===== config.mk =====
export PLATFORM = sky130hd
export DESIGN_NAME = gemm_result_drain
export DESIGN_NICKNAME = d
export VERILOG_FILES = /design/src/rtl/gemm_result_drain.sv
export SDC_FILE = /design/constraint.sdc
export NUM_CORES = 1
export LEC_CHECK = 0
export ABC_CLOCK_PERIOD_IN_PS = 2200
export CAP_MARGIN = 5
export CORE_ASPECT_RATIO = 0.9
export CORE_MARGIN = 2
export CORE_UTILIZATION = 40
export DETAILED_ROUTE_END_ITERATION = 16
export PLACE_DENSITY = 0.65
export SLEW_MARGIN = 40
export SYNTH_ARGS = -nofsm -noshare
export SYNTH_HDL_FRONTEND = slang
export SYNTH_SLANG_ARGS = --single-unit

===== constraint.sdc =====
create_clock -name clk -period 2.2 [get_ports clk]
set_clock_uncertainty 0.15 [all_clocks]
set_input_delay 0.44 -clock clk [delete_from_list [all_inputs] [get_ports clk]]
set_output_delay 0.44 -clock clk [all_outputs]
set_load 0.01 [all_outputs]

===== src/rtl/gemm_result_drain.sv =====
// rtl/gemm_result_drain.sv - requantize GEMM result vectors, buffer them, and serialize one lane per handshake.
// Optional feature: define GEMM_DRAIN_RELU_EN to clamp negative inputs to zero before rounding.
module gemm_result_drain #(
  parameter int N              = 1,
  parameter int DATA_WIDTH_IN  = 16,
  parameter int DATA_WIDTH_OUT = 8,
  parameter int SHIFT          = 0,
  parameter int DEPTH          = 4,
  localparam int LW            = (N > 1) ? $clog2(N) : 1,
  localparam int CW            = $clog2(DEPTH) + 1
) (
  input  logic                        clk,
  input  logic                        rst,
  input  logic                        in_valid,
  output logic                        in_ready,
  input  logic [N*DATA_WIDTH_IN-1:0]  in_data,
  output logic                        out_valid,
  input  logic                        out_ready,
  output logic [DATA_WIDTH_OUT-1:0]   out_data,
  output logic [LW-1:0]               out_lane,
  output logic                        out_last,
  output logic [CW-1:0]               count
);

  localparam int DI = DATA_WIDTH_IN;
  localparam int DO = DATA_WIDTH_OUT;
  localparam int IW = DATA_WIDTH_IN + 1;
  localparam int PW = $clog2(DEPTH);
  localparam logic signed [IW-1:0] RND = IW'((1 << SHIFT) >> 1);
  localparam logic [LW-1:0] LAST_LANE = LW'(N - 1);

  typedef enum logic {IDLE, SEND} state_t;

  state_t            state, state_d;
  logic [LW-1:0]     lane, lane_d;
  logic [N*DO-1:0]   q_vec;
  logic [N*DO-1:0]   hold;
  logic [N*DO-1:0]   mem [DEPTH];
  logic [PW-1:0]     wr_ptr, rd_ptr;
  logic              push, pop, fire, empty;

  // One extra bit of headroom keeps the rounding add from overflowing.
  for (genvar i = 0; i < N; i++) begin : g_lane
    logic signed [DI-1:0] x;
    logic signed [IW-1:0] r;
`ifdef GEMM_DRAIN_RELU_EN
    logic signed [DI-1:0] raw;
    assign raw = in_data[i*DI +: DI];
    assign x   = raw[DI-1] ? '0 : raw;
`else
    assign x = in_data[i*DI +: DI];
`endif
    assign r = ($signed({x[DI-1], x}) + RND) >>> SHIFT;

    if (DO >= IW) begin : g_ext
      assign q_vec[i*DO +: DO] = DO'(r);
    end else begin : g_sat
      localparam logic signed [IW-1:0] MAXV = IW'((1 << (DO - 1)) - 1);
      localparam logic signed [IW-1:0] MINV = ~MAXV;
      logic [DO-1:0] q;
      always_comb begin
        if (r > MAXV)      q = MAXV[DO-1:0];
        else if (r < MINV) q = MINV[DO-1:0];
        else               q = r[DO-1:0];
      end
      assign q_vec[i*DO +: DO] = q;
    end
  end

  // Full is judged from registered occupancy only, so a same-cycle pop never opens in_ready.
  assign in_ready  = (count != CW'(DEPTH));
  assign empty     = (count == '0);
  assign push      = in_valid && in_ready;
  assign out_valid = (state == SEND);
  assign fire      = out_valid && out_ready;
  assign out_lane  = lane;
  assign out_last  = out_valid && (lane == LAST_LANE);

  always_comb begin
    out_data = '0;
    for (int i = 0; i < N; i++) begin
      if (lane == LW'(i)) out_data = hold[i*DO +: DO];
    end
  end

  always_comb begin
    state_d = state;
    lane_d  = lane;
    pop     = 1'b0;
    case (state)
      IDLE: begin
        if (!empty) begin
          pop     = 1'b1;
          lane_d  = '0;
          state_d = SEND;
        end
      end
      SEND: begin
        if (fire) begin
          if (lane != LAST_LANE) begin
            lane_d = lane + 1'b1;
          end else begin
            lane_d = '0;
            if (!empty) pop = 1'b1;
            else        state_d = IDLE;
          end
        end
      end
      default: state_d = IDLE;
    endcase
  end

  always_ff @(posedge clk or negedge rst) begin
    if (!rst) begin
      state  <= IDLE;
      lane   <= '0;
      hold   <= '0;
      wr_ptr <= '0;
      rd_ptr <= '0;
      count  <= '0;
    end else begin
      state <= state_d;
      lane  <= lane_d;
      if (pop) begin
        hold   <= mem[rd_ptr];
        rd_ptr <= rd_ptr + 1'b1;
      end
      if (push) wr_ptr <= wr_ptr + 1'b1;
      case ({push, pop})
        2'b10:   count <= count + 1'b1;
        2'b01:   count <= count - 1'b1;
        default: count <= count;
      endcase
    end
  end

  // Storage needs no reset: pointers and occupancy define what is valid.
  always_ff @(posedge clk) begin
    if (push) mem[wr_ptr] <= q_vec;
  end

endmodule

==> metrics <==
outcome complete, no violations; DR vias 1156; Ys Warns 0; slowest cell delay on critical path 0.41 ns; share of the synthesized area in the top cell type 46.0%; P per Cell Area 1200 nW/µm²; DRC viols 0; synthesized flop and latch total 48; kind of critical path flip-flop to flip-flop; final worst-path cycle share 98.3%; share of cells above drive strength 1 27.4%; Post-synth EDFFs 32; Post-CTS Setup Bufs 0; total track usage 13.8%; ANT cells 0; clock sink count 48; Hold Fails Final Rpt 0; H-Tree Depth 2; sequential standard cell area 1360 µm²; HP Class input port to async pin; # IOs 35; largest net degree at the start of global routing 16; Total Wirelength 3600 µm; GPL Wtd Cong 0.765; Main synth FF type edfxtp_1; max_cap viols 0; arrival time worst endpoint 2.22 ns; DRT antenna net count 0; IO buf count 33; Multi-input gate area 673 µm²; area of the die 5820 µm²; Synth Instances 125; Leak Pwr 0.989 nW; root buf cell clkbuf_8; max frequency 0.463 GHz; Clock Tree Buf Depth 2; number of global-route vias before repair 1185; pre-CTS WS -0.316 ns; crit path time final 2.16 ns; Detailed Place HPWL 2670 µm; RSZ-0062 raised after global routing true; Peak supply drop 0.000452 V; CP Cell Sequence or3b_4 > and2_4 > inv_4 > ha_4 > inv_2 > fa_2 > xor2_1 > nor2_1 > xor2_1; CTS tree done; required time of the critical path 2.26 ns; Post-synth top cells 32 x edfxtp_1, 16 x dfrtp_1, 8 x mux2_2; Synth Area per Inst 16.7 µm²; drt via density 4.96; final core occ 53.8%; asr flop ratio synth 33.3%; Synthesized Nets 151; num rows 24; most common cell in the synthesized netlist edfxtp_1; critical path peak fanout 2; GRT Residual Overflow 0; antenna violations before repair 0; clock latency on the worst-skew pair 0.29 ns; TritonCTS buffer count 5; Final #Nets 193; drt initial violations 57; Final Max Tran Viols 0; Worst Setup Slack, final 0.0385 ns; post-synthesis cell area 2090 µm²; slowest stage cell, crit path dfrtp_2; Layout area overhead 26.9%; die height 72.6 µm; sequential area share after synthesis 65.1%; setup TNS 0 ns; Clock Pin Slew Worst Setup and Hold Paths 0.09 ns; Starting Density 42.4%; final-report setup violation count 0; Core ar. 4920 µm²; die width 80.2 µm; CP Capture Type flip-flop; critical path startpoint category flip-flop; DP Area 2550 µm²; post-synthesis cell type count 30; Yosys top cell by area edfxtp_1; cell area after layout 2650 µm²; first-pass GRT wire length 5910 µm; synth top area cells edfxtp_1 46%, dfrtp_1 19%, mux4_2 6.5%; CP most frequent cell xor2_1; drt first pass iters 4; Fillers 418; WL per Instance 15.4 µm
-- state kept, by name, indices dropped and copies added (netlist names) --
name       count
out_valid      1
count          3
hold           8
wr_ptr         2
mem           32
rd_ptr         2
-- power breakdown --
| part | leakage (nW) | switching (mW) | total, mW | internal (mW) |
|---|---|---|---|---|
| Clock | 0.0434 | 0.286 | 0.541 | 0.255 |
| Sequential | 0.476 | 0.132 | 1.38 | 1.25 |
| Combinational | 0.469 | 0.519 | 1.26 | 0.738 |
| Total | 0.989 | 0.937 | 3.18 | 2.24 |
-- area by class of cell --
type	instances	share of cell area, %
clock inverters	2	0.566
inverters	6	0.944
repair buffers	44	15.5
well taps	65	3.07
multi-input cells	62	25.4
flip-flops and latches	48	51.4
clock buffers	6	3.11
-- kinds of logic after synthesis --
group | count (synthesis) | synth area share [%]
buffers and inverters | 15 | 3.47
other | 1 | 0.179
multiplexers | 18 | 14.5
flip-flops | 48 | 65.1
XOR/XNOR | 6 | 2.51
adder cells (fa/ha/maj) | 6 | 3.95
AND/OR/NAND/NOR | 24 | 7.31
AO/OA/AOI/OAI | 7 | 2.93
-- per-layer routing --
metal / part of all wire, % / vias to the layer above / wire, µm / global-route usage, %
li1: - / 553 / - / -
met1: 45 / 570 / 1610 / 18.6
met2: 50 / 31 / 1800 / 22.5
met3: 4.6 / 2 / 167 / 3.48
met4: 0.47 / 0 / 17 / 3.95
met5: 0 / - / 0 / 0
-- through the flow --
step | hold WS [ns] | cells | total power [mW]
2_1_floorplan | -0.00559 | 125 | 2.16
3_3_place_gp | 0.339 | 225 | 2.63
3_5_place_dp | 0.347 | 225 | 2.69
4_1_cts | 0.249 | 233 | 3.22
5_1_grt | 0.246 | 233 | 3.39
6_report | 0.247 | 233 | 3.18
-- cell usage in the layout (no fill, tap or decap), drive strengths merged --
cell / instances
clkinvlp: 2
and2: 1
clkdlybuf4s50: 32
nand3: 7
and4: 2
nor3: 1
mux4: 8
nand2b: 1
or3b: 1
and3b: 1
nor2: 1
conb: 1
inv: 6
clkbuf: 6
nand2: 2
xor2: 4
fa: 1
ha: 5
dlygate4sd2: 1
xnor2: 2
nor4: 2
a2bb2oi: 7
mux2: 9
nor2b: 1
and3: 4
dfrtp: 16
edfxtp: 32
buf: 11
mux2i: 1
-- path summary, 6_finish.rpt --
path	startpoint	to	slack [ns]	depth (start not counted)
setup / recovery	count[0]$_DFFE_PN0P_	count[2]$_DFFE_PN0P_	0.04	9
hold / removal	rst	hold[1]$_DFFE_PN0P_	0.25	1
setup reg to reg	count[0]$_DFFE_PN0P_	count[2]$_DFFE_PN0P_	0.04	9
hold reg to reg	hold[4]$_DFFE_PN0P_	hold[4]$_DFFE_PN0P_	0.36	1
max in group asynchronous	rst	count[0]$_DFFE_PN0P_	1.17	2
min in group clk	hold[4]$_DFFE_PN0P_	hold[4]$_DFFE_PN0P_	0.36	1
-- worst max-delay path: cells and delay by family (launching register included) --
family,cells,cell delay (ns)
xor gates and xnor gates,2,0.30
adders and majority gates,2,0.48
buffers and inverters,2,0.09
and+or+nand+nor,3,0.66
DFF,1,0.41
-- timing repair --
action | in CTS | in global routing
cloned | 0 | 0
pin swaps | 2 | 0
endpoints found under the setup margin | 2 | 1
hold buffers | 0 | 0
resized for setup | 2 | 1
Power figures use the tool's default switching activity.
